<file path="src/rtl/mul_rs_pkg.sv">
// Shared types and default sizing for the multiplier reservation station.
package mul_rs_pkg;

  localparam int unsigned RS_TAG_W = 4;
  localparam int unsigned MUL_LAT  = 6;
  localparam int unsigned DATA_W   = 32;

  typedef enum logic [2:0] {
    S_EMPTY = 3'd0,
    S_WAIT  = 3'd1,
    S_READY = 3'd2,
    S_EXEC  = 3'd3,
    S_DONE  = 3'd4
  } rs_state_e;

endpackage

</file>
<file path="src/rtl/mul_rs_tag_delay.sv">
// Valid+tag shift register that follows each dispatched op through the
// multiplier so the tag emerges in the same cycle as its product.
module mul_rs_tag_delay #(
  parameter int unsigned LAT   = 6,
  parameter int unsigned TAG_W = 4
) (
  input  logic             clk,
  input  logic             rst_n,
  input  logic             valid_i,
  input  logic [TAG_W-1:0] tag_i,
  output logic             valid_o,
  output logic [TAG_W-1:0] tag_o
);

  logic             valid_q [LAT];
  logic [TAG_W-1:0] tag_q   [LAT];

  always_ff @(posedge clk or negedge rst_n) begin
    if (!rst_n) begin
      for (int i = 0; i < LAT; i++) begin
        valid_q[i] <= 1'b0;
        tag_q[i]   <= '0;
      end
    end else begin
      valid_q[0] <= valid_i;
      tag_q[0]   <= tag_i;
      for (int i = 1; i < LAT; i++) begin
        valid_q[i] <= valid_q[i-1];
        tag_q[i]   <= tag_q[i-1];
      end
    end
  end

  assign valid_o = valid_q[LAT-1];
  assign tag_o   = tag_q[LAT-1];

endmodule

</file>
<file path="src/rtl/mul_rs.sv">
// Reservation station for the pipelined integer multiplier: issue, CDB snoop,
// in-order-of-readiness dispatch, and a result FIFO toward the CDB arbiter.
module mul_rs
  import mul_rs_pkg::*;
#(
  parameter int unsigned ENTRIES  = 3,
  parameter int unsigned TAG_W    = RS_TAG_W,
  parameter int unsigned BASE_TAG = 4,
  parameter int unsigned LAT      = MUL_LAT
) (
  input  logic              clk,
  input  logic              nRST,
  input  logic              issue_valid,
  output logic              issue_ready,
  output logic [TAG_W-1:0]  issue_tag,
  input  logic [TAG_W-1:0]  issue_qj,
  input  logic [TAG_W-1:0]  issue_qk,
  input  logic [DATA_W-1:0] issue_vj,
  input  logic [DATA_W-1:0] issue_vk,
  input  logic              cdb_valid,
  input  logic [TAG_W-1:0]  cdb_tag,
  input  logic [DATA_W-1:0] cdb_data,
  output logic              mul_en,
  output logic [DATA_W-1:0] mul_a,
  output logic [DATA_W-1:0] mul_b,
  input  logic [DATA_W-1:0] mul_result,
  output logic              done_valid,
  output logic [TAG_W-1:0]  done_tag,
  output logic [DATA_W-1:0] done_data,
  input  logic              done_ack
);

  localparam int unsigned IDX_W = (ENTRIES > 1) ? $clog2(ENTRIES) : 1;
  localparam int unsigned CNT_W = $clog2(ENTRIES + 1);

  rs_state_e         state_q [ENTRIES];
  rs_state_e         state_d [ENTRIES];
  logic [TAG_W-1:0]  qj_q [ENTRIES];
  logic [TAG_W-1:0]  qj_d [ENTRIES];
  logic [TAG_W-1:0]  qk_q [ENTRIES];
  logic [TAG_W-1:0]  qk_d [ENTRIES];
  logic [DATA_W-1:0] vj_q [ENTRIES];
  logic [DATA_W-1:0] vj_d [ENTRIES];
  logic [DATA_W-1:0] vk_q [ENTRIES];
  logic [DATA_W-1:0] vk_d [ENTRIES];

  logic [TAG_W-1:0]  fifo_tag_q  [ENTRIES];
  logic [TAG_W-1:0]  fifo_tag_d  [ENTRIES];
  logic [DATA_W-1:0] fifo_data_q [ENTRIES];
  logic [DATA_W-1:0] fifo_data_d [ENTRIES];
  logic [CNT_W-1:0]  cnt_q, cnt_d;
  logic              done_valid_q, done_valid_d;

  logic              mul_en_q, mul_en_d;
  logic [DATA_W-1:0] mul_a_q, mul_a_d;
  logic [DATA_W-1:0] mul_b_q, mul_b_d;
  logic [TAG_W-1:0]  disp_tag_q, disp_tag_d;

  logic              issue_found, disp_found;
  logic [IDX_W-1:0]  issue_idx, disp_idx;
  logic              dl_valid;
  logic [TAG_W-1:0]  dl_tag;
  logic              push, pop;
  logic [CNT_W-1:0]  wr_idx;

  function automatic logic [TAG_W-1:0] tag_of(input int unsigned idx);
    return TAG_W'(BASE_TAG + idx);
  endfunction

  // Lowest-index EMPTY entry takes the next issue; lowest-index READY dispatches.
  always_comb begin
    issue_found = 1'b0;
    issue_idx   = '0;
    disp_found  = 1'b0;
    disp_idx    = '0;
    for (int i = 0; i < ENTRIES; i++) begin
      if (!issue_found && state_q[i] == S_EMPTY) begin
        issue_found = 1'b1;
        issue_idx   = IDX_W'(i);
      end
      if (!disp_found && state_q[i] == S_READY) begin
        disp_found = 1'b1;
        disp_idx   = IDX_W'(i);
      end
    end
  end

  assign issue_ready = issue_found;
  assign issue_tag   = TAG_W'(BASE_TAG) + TAG_W'(issue_idx);

  mul_rs_tag_delay #(
    .LAT   (LAT),
    .TAG_W (TAG_W)
  ) u_tag_delay (
    .clk     (clk),
    .rst_n   (nRST),
    .valid_i (mul_en_q),
    .tag_i   (disp_tag_q),
    .valid_o (dl_valid),
    .tag_o   (dl_tag)
  );

  // Entry FSMs, dispatch register and result FIFO next-state.
  always_comb begin
    for (int i = 0; i < ENTRIES; i++) begin
      state_d[i]     = state_q[i];
      qj_d[i]        = qj_q[i];
      qk_d[i]        = qk_q[i];
      vj_d[i]        = vj_q[i];
      vk_d[i]        = vk_q[i];
      fifo_tag_d[i]  = fifo_tag_q[i];
      fifo_data_d[i] = fifo_data_q[i];
    end
    mul_en_d   = 1'b0;
    mul_a_d    = mul_a_q;
    mul_b_d    = mul_b_q;
    disp_tag_d = disp_tag_q;
    pop        = done_valid_q && done_ack;
    push       = dl_valid;
    wr_idx     = pop ? cnt_q - CNT_W'(1) : cnt_q;
    cnt_d      = cnt_q + CNT_W'(push) - CNT_W'(pop);

    for (int i = 0; i < ENTRIES; i++) begin
      case (state_q[i])
        S_EMPTY: begin
          if (issue_valid && issue_found && issue_idx == IDX_W'(i)) begin
            qj_d[i] = issue_qj;
            vj_d[i] = issue_vj;
            qk_d[i] = issue_qk;
            vk_d[i] = issue_vk;
            // A broadcast in the issue cycle would otherwise be missed.
            if (cdb_valid && issue_qj != '0 && issue_qj == cdb_tag) begin
              qj_d[i] = '0;
              vj_d[i] = cdb_data;
            end
            if (cdb_valid && issue_qk != '0 && issue_qk == cdb_tag) begin
              qk_d[i] = '0;
              vk_d[i] = cdb_data;
            end
            state_d[i] = (qj_d[i] == '0 && qk_d[i] == '0) ? S_READY : S_WAIT;
          end
        end
        S_WAIT: begin
          if (cdb_valid && qj_q[i] != '0 && qj_q[i] == cdb_tag) begin
            qj_d[i] = '0;
            vj_d[i] = cdb_data;
          end
          if (cdb_valid && qk_q[i] != '0 && qk_q[i] == cdb_tag) begin
            qk_d[i] = '0;
            vk_d[i] = cdb_data;
          end
          if (qj_d[i] == '0 && qk_d[i] == '0) state_d[i] = S_READY;
        end
        S_READY: begin
          if (disp_found && disp_idx == IDX_W'(i)) begin
            mul_en_d   = 1'b1;
            mul_a_d    = vj_q[i];
            mul_b_d    = vk_q[i];
            disp_tag_d = tag_of(i);
            state_d[i] = S_EXEC;
          end
        end
        S_EXEC: begin
          if (push && dl_tag == tag_of(i)) state_d[i] = S_DONE;
        end
        S_DONE: begin
          if (pop && fifo_tag_q[0] == tag_of(i)) state_d[i] = S_EMPTY;
        end
        default: state_d[i] = S_EMPTY;
      endcase
    end

    // Shifting FIFO keeps the head in slot 0 so done_* come straight from flops.
    if (pop) begin
      for (int i = 0; i + 1 < ENTRIES; i++) begin
        fifo_tag_d[i]  = fifo_tag_q[i+1];
        fifo_data_d[i] = fifo_data_q[i+1];
      end
      fifo_tag_d[ENTRIES-1]  = '0;
      fifo_data_d[ENTRIES-1] = '0;
    end
    if (push) begin
      for (int i = 0; i < ENTRIES; i++) begin
        if (CNT_W'(i) == wr_idx) begin
          fifo_tag_d[i]  = dl_tag;
          fifo_data_d[i] = mul_result;
        end
      end
    end
    done_valid_d = (cnt_d != '0);
  end

  always_ff @(posedge clk or negedge nRST) begin
    if (!nRST) begin
      for (int i = 0; i < ENTRIES; i++) begin
        state_q[i]     <= S_EMPTY;
        qj_q[i]        <= '0;
        qk_q[i]        <= '0;
        vj_q[i]        <= '0;
        vk_q[i]        <= '0;
        fifo_tag_q[i]  <= '0;
        fifo_data_q[i] <= '0;
      end
      cnt_q        <= '0;
      done_valid_q <= 1'b0;
      mul_en_q     <= 1'b0;
      mul_a_q      <= '0;
      mul_b_q      <= '0;
      disp_tag_q   <= '0;
    end else begin
      for (int i = 0; i < ENTRIES; i++) begin
        state_q[i]     <= state_d[i];
        qj_q[i]        <= qj_d[i];
        qk_q[i]        <= qk_d[i];
        vj_q[i]        <= vj_d[i];
        vk_q[i]        <= vk_d[i];
        fifo_tag_q[i]  <= fifo_tag_d[i];
        fifo_data_q[i] <= fifo_data_d[i];
      end
      cnt_q        <= cnt_d;
      done_valid_q <= done_valid_d;
      mul_en_q     <= mul_en_d;
      mul_a_q      <= mul_a_d;
      mul_b_q      <= mul_b_d;
      disp_tag_q   <= disp_tag_d;
    end
  end

  assign mul_en     = mul_en_q;
  assign mul_a      = mul_a_q;
  assign mul_b      = mul_b_q;
  assign done_valid = done_valid_q;
  assign done_tag   = fifo_tag_q[0];
  assign done_data  = fifo_data_q[0];

endmodule

</file>
<file path="config.mk">
export PLATFORM = sky130hd
export DESIGN_NAME = mul_rs
export DESIGN_NICKNAME = d
export VERILOG_FILES = /design/src/rtl/mul_rs_pkg.sv /design/src/rtl/mul_rs_tag_delay.sv /design/src/rtl/mul_rs.sv
export SDC_FILE = /design/constraint.sdc
export NUM_CORES = 1
export LEC_CHECK = 0
export CAP_MARGIN = 20
export CORE_UTILIZATION = 45
export DETAILED_ROUTE_END_ITERATION = 10
export PLACE_DENSITY = 0.68
export REMOVE_ABC_BUFFERS = 1
export SYNTH_ARGS = -nofsm -noshare
export SYNTH_HDL_FRONTEND = slang
export SYNTH_HIERARCHICAL = 1
export SYNTH_SLANG_ARGS = --single-unit
</file>
<file path="constraint.sdc">
create_clock -name clk -period 2.4 [get_ports clk]
set_input_delay 0.6 -clock clk [delete_from_list [all_inputs] [get_ports clk]]
set_output_delay 0.6 -clock clk [all_outputs]
set_load 0.01 [all_outputs]
</file>
* After elaboration in Yosys (flattened, before gate mapping)
Cells that the tools add are included.
** Word-level totals
- Register bits :: 435
- Input bits :: 145
- Output and inout port bits :: 107
- Word-level logic and storage cells :: 306
** Cells by class
- Add/subtract/negate cells :: 4
- Equality and inequality tests :: 53
- Muxes and demuxes :: 124
- Reductions and logical operators :: 86
** Operators by type and width (count)
- 32-bit 2-to-1 mux :: 29
- 32-bit case mux with 2 select lines :: 6
- 96-bit 2-to-1 mux :: 2
- 4-bit 2-to-1 mux :: 41
- 4-bit zero test :: 12
- 4-bit case mux with 2 select lines :: 6
- 3-bit 2-to-1 mux :: 15
- 3-bit case mux with 5 select lines :: 3
- 1-bit logical AND :: 40
- 4-bit == test :: 8
- 4-bit nonzero test :: 8
- 2-bit inequality test (second input constant) :: 15
- 4-bit by 3-bit == test with 1-bit output (second input constant) :: 6
- 12-bit 2-to-1 mux :: 2
- 3-bit by 2-bit == test with 1-bit output (second input constant) :: 6
- 3-bit AND reduction :: 6
- 5-bit AND reduction :: 3
- 1-bit 2-to-1 mux :: 14
- 2-bit 2-to-1 mux :: 6
- 2-bit by 1-bit inequality test with 1-bit output (second input constant) :: 6
- 3-bit by 1-bit == test with 1-bit output (second input constant) :: 3
- 3-bit == test (second input constant) :: 3
- 3-bit zero test :: 3
- 2-bit nonzero test :: 4
- 11 further kinds :: 20

* Logic depth before layout (Yosys ltp)
- Depth in word-level cells :: 17
- Depth in mapped cells :: 10
- Depth with buffers taken out :: 8

* Hierarchy
Netlist, hierarchy kept.
** Modules (own cells, without submodules)
- mul_rs :: instances 1, cells each 1955, area each 19508.7 µm², seq. area each 10134.7 µm²
- mul_rs_tag_delay :: instances 1, cells each 34, area each 780.7 µm², seq. area each 750.7 µm²

* Worst setup path before layout
OpenSTA, ideal clock, no wires.
- Path kind :: input-to-reg
- Start point :: input port done_ack
- End point :: register done_valid_q (netlist: done_valid)
- Setup time :: 127 ps
- Arrival :: 2248 ps
- Required time :: 2273 ps
- Path slack :: 25 ps
- Stages :: 9
- Buffers on the path :: 1
- Cell sequence :: nand2_1 -> inv_2 -> buf_1 -> ha_1 -> inv_1 -> ha_1 -> xnor2_1 -> xnor2_1 -> or2_2
** On the way
- Cells in the longest elaborated chain, start to end :: 3
** RTL lines
- start: declaration :: line mul_rs.sv:30 : input logic done_ack
- 1-bit logical AND :: line mul_rs.sv:118 : pop = done_valid_q && done_ack;
- 2-bit by 1-bit subtractor with 2-bit output :: line mul_rs.sv:121 : cnt_d = cnt_q + CNT_W'(push) - CNT_W'(pop);
- net cnt_d[1] :: line mul_rs.sv:51 : logic [CNT_W-1:0] cnt_q, cnt_d;
- 2-bit nonzero test :: line mul_rs.sv:190 : done_valid_d = (cnt_d != '0);
- net done_valid_d :: line mul_rs.sv:52 : logic done_valid_q, done_valid_d;
- end signal: assignment :: line mul_rs.sv:221 : done_valid_q <= done_valid_d;
- end: declaration :: line mul_rs.sv:52
The timed path passes the listed nets, and every way through them passes these cells.
A chain may end at the register's enable or synchronous reset.

* Final worst setup path
- Start point :: register state_q[7] (netlist bit)
- End point :: output port issue_tag[0]
** On the way
- Cells in the longest elaborated chain, start to end :: 9
- Elaborated cells between the ends (all ways) :: 10
- Those cells by class :: add/sub (1); mux (4); reduce/logical (5)
** RTL lines
- start: declaration :: line mul_rs.sv:36 : rs_state_e state_q [ENTRIES];
- start signal: indexed assignment :: line mul_rs.sv:212 : state_q[i] <= state_d[i];
- 3-bit zero test * :: line mul_rs.sv:77 : if (!issue_found && state_q[i] == S_EMPTY) begin
- 1-bit 2-to-1 mux * :: line mul_rs.sv:77
- 1-bit zero test :: line mul_rs.sv:77
- 1-bit logical AND :: line mul_rs.sv:77
- 1-bit 2-to-1 mux :: line mul_rs.sv:77
- 1-bit zero test :: line mul_rs.sv:77
- 1-bit logical AND :: line mul_rs.sv:77
- 2-bit 2-to-1 mux * :: line mul_rs.sv:77
- 3-bit by 2-bit adder with 4-bit output * :: line mul_rs.sv:89 : assign issue_tag = TAG_W'(BASE_TAG) + TAG_W'(issue_idx);
- end: declaration :: line mul_rs.sv:15 : output logic [TAG_W-1:0] issue_tag,
Every way passes the cells marked *; elsewhere a longest branch is shown, timed or not.

==> impl_metrics.csv <==
group,metric,value,unit
sta,hold_viol_final,0,
route,route.detailed.drc,0,
setup_path,cp_num_buf_inv,3,
clock_tree,ctsHtreeMaxLevel,2,
sta,finalWorstSetupSlack,0.0596,ns
route,drt_wl_total,55800,um
grt,grt-ovfl-total,0,
synth,synthAdderAreaFrac,0.00123,
min_path,min_from,"u_tag_delay/tag_q[12]",
setup_path,r2r_end,"vj_q[39]",
setup_path,crit_path_max_fanout,2,
floorplan,initial_core_util,0.458,
setup_path,required,1.80,ns
synth,ys_ff_latch,435,
min_path,min_path_cells,0,
sta,fin_crit_sh,0.975,
route,routedWlPerCell,19.5,um
placement,io_buffers,249,
setup_path,startpoint_type,"flop",
sta,fin_skew,0.0151,ns
clock_tree,cts.path.max_buffers,3,
route,via_per_inst,5.55,
synth,synth_mux_area_frac,0.138,
synth,yosys.area_share.simple,0.112,
floorplan,core,44300,um^2
synth,netlist_area,20300,um^2
placement,gp_congestion,0.827,
sta,relSlewSlack,0.659,
setup_path,end_kind,"output pin",
setup_path,rrSetupSlack,0.28,ns
min_path,hold_end,"u_tag_delay/tag_q[8]",
placement,postPlaceCellArea,24000,um^2
finish,fin_area,25600,um^2
synth,syn_inst,1989,
setup_path,path_cells,"nor3_4, buf_6, buf_12, nor2b_4, dlygate4sd2_1",
floorplan,dieArea,45900,um^2
pwr,peakVddDrop,0.764,mV
placement,place_hpwl,37100,um
floorplan,io_pins,252,
synth,synth-xor-area-share,0.0121,
setup_path,critical_path_arrival,1.74,ns
min_path,min_path_type,"flop to flop",
pwr,p_per_area,1370,nW/um^2
finish,fillCellCount,3798,
sta,layout_min_cycle_time,2.34,ns
clock_tree,clkTransAtPathRegs,0.06,ns
setup_path,crit_path_top_delay_cell,"dfrtp_2",
synth,async_flop_share,1.00,
clock_tree,clock-sinks,435,
synth,synth.largest_area_cell,"dfrtp_1",
synth,synth_ff_type,"dfrtp_1",
grt,grt_pass1_vias,16100,
run,maxCapViolations,0,
grt,grt_max_degree,70,
finish,drive_gt1_frac,0.105,
setup_path,crit_family,"buffers and inverters",
finish,fin_nets,2381,
synth,postSynthAreaPerCell,10.2,um^2
clock_tree,numCtsBuffers,48,
synth,synth_top_family_by_area,"compound AO/OA/AOI/OAI gates",
synth,ys_top_cells_by_area,"dfrtp_1 (54%), mux2i_1 (14%), o21ai_0 (4.7%), nand2_1 (4.3%), a22oi_1 (4.2%)",
clock_tree,cts_tree,"built",
setup_path,path_class,"flop to output pin",
synth,synth-edff-count,0,
setup_path,reg2reg_depth,10,
grt,grt_pass1_wl,88800,um
synth,synth_warnings,6,
floorplan,die_x,214,um
placement,dp_slack,-0.436,ns
pwr,leakagePower,11.6,nW
synth,yosys.cell_count.top_type,"dfrtp_1",
synth,ys_seq_area_frac,0.537,
sta,fmax,427,MHz
synth,netlist.area_leader.share,0.537,
grt,antenna_found_initial,10,
pwr,p_total,35.2,mW
route,final_antenna_net_count,0,
sta,setup_violations,0,
floorplan,rows,77,
setup_path,slowest_delay,0.44,ns
synth,synth_compound_area_frac,0.148,
sta,rsz0062_at_grt,"false",
clock_tree,clk_latency,0.58,ns
route,dr.pass1.iters,5,
route,drt-initial-drc-count,1234,
grt,grt_use_total,0.242,
synth,ys_top_cells_by_count,"dfrtp_1 (435), mux2i_1 (280), nand2_1 (235)",
sta,tightest_slew,0.511,ns
floorplan,die_y,214,um
run_status,status,"completed",
sta,maxSlewViolCount,0,
setup_path,timing.rr.start,"state_q[7]",
route,vias,15900,
sta,hold_ws,0.343,ns
clock_tree,cts_root_buf,"clkbuf_16",
finish,layout.area.seq,10900,um^2
finish,multi_input_area,8460,um^2
finish,syn2layout_area_growth,26.3,%
finish,post-route-util,0.578,
synth,yosys.cell_types.count,59,
## state kept, by name, indices dropped and copies added (netlist names), 20 cells and up
| signal | count |
|---|---|
| done_data | 32 |
| u_tag_delay/tag_q | 20 |
| vj_q | 96 |
| fifo_data_q | 64 |
| mul_b | 32 |
| mul_a | 32 |
| vk_q | 96 |
## stage by stage
step	TNS [ns]	std cells
2_1_floorplan	-643.87	1804
3_3_place_gp	-51.49	2768
3_5_place_dp	-66.93	2768
4_1_cts	0	2856
5_1_grt	0	2858
6_report	0	2860
## cells in the final DEF (no fill, tap or decap), drive strengths merged, types with 3 or more instances in the layout
| cell type | Yosys | layout |
|---|---|---|
| mux2i | 280 | 280 |
| buf | 96 | 132 |
| and2 | 16 | 16 |
| nor3b | 4 | 4 |
| or3 | 9 | 9 |
| nor2b | 4 | 4 |
| xnor2 | 19 | 19 |
| a31oi | 4 | 4 |
| inv | 9 | 9 |
| a21oi | 157 | 157 |
| a22oi | 113 | 113 |
| clkdlybuf4s50 | 0 | 245 |
| a211o | 4 | 4 |
| a21boi | 3 | 3 |
| nand3 | 47 | 47 |
| o22ai | 7 | 7 |
| o21ai | 204 | 204 |
| a22o | 3 | 3 |
| nor3 | 18 | 18 |
| or2 | 7 | 7 |
| a211oi | 3 | 3 |
| nand3b | 4 | 4 |
| nand2 | 238 | 238 |
| nor2 | 171 | 171 |
| clkinv | 0 | 9 |
| diode | 0 | 4 |
| xor2 | 9 | 9 |
| bufinv | 0 | 4 |
| clkbuf | 89 | 65 |
| dfrtp | 435 | 435 |
| and3 | 3 | 3 |
| a32o | 3 | 3 |
| nand4 | 5 | 5 |
## power breakdown
group | total (mW) | leakage [nW] | switching, mW | internal [mW]
registers | 12.8 | 5.37 | 2.03 | 10.7
clock network | 7.26 | 0.753 | 2.93 | 4.33
logic | 15.2 | 5.52 | 8.08 | 7.07
## what timing repair did
| action | CTS | global route |
|---|---|---|
| pin swaps | 4 | 2 |
| gates resized for setup | 16 | 2 |
| buffers inserted | 7 | 1 |
| hold endpoints to repair | 36 | 0 |
| hold buffers | 1 | 0 |
| setup endpoints to repair | 3 | 2 |
## cell families after synthesis
| kind of cell | after synthesis |
|---|---|
| XOR/XNOR | 28 |
| multiplexers | 280 |
| other | 2 |
| AND/OR/NAND/NOR | 532 |
| AO/OA/AOI/OAI | 516 |
| flip-flops | 435 |
| buffers and inverters | 194 |
| adder cells (fa/ha/maj) | 2 |
## layout make-up
class / instances / area share
Sequential cell: 435 / 0.425
Multi-Input combinational cell: 1360 / 0.330
Timing Repair Buffer: 380 / 0.154
Clock buffer: 65 / 0.0526
Tap cell: 592 / 0.0289
Clock inverter: 15 / 0.00728
Inverter: 9 / 0.00137
Antenna cell: 4 / 0.000391
## worst max path at each step
stage / startpoint / endpoint / depth (start not counted)
after floorplan: state_q[7] / mul_a[0] / 4
after global placement: issue_qk[1] / vk_q[20] / 8
after detailed placement: cdb_tag[0] / vk_q[10] / 8
after CTS: state_q[3] / issue_tag[1] / 5
after global routing: state_q[7] / issue_tag[0] / 5
final: state_q[7] / issue_tag[0] / 5
## routing by layer
layer  vias up  GRT usage  share of wire
li1       7435          -              -
met1      7826      0.325           0.44
met2       499      0.390           0.47
met3        89     0.0518          0.068
met4        12     0.0812          0.024
met5         -          0         0.0014
(Power assumes the default switching activity.)
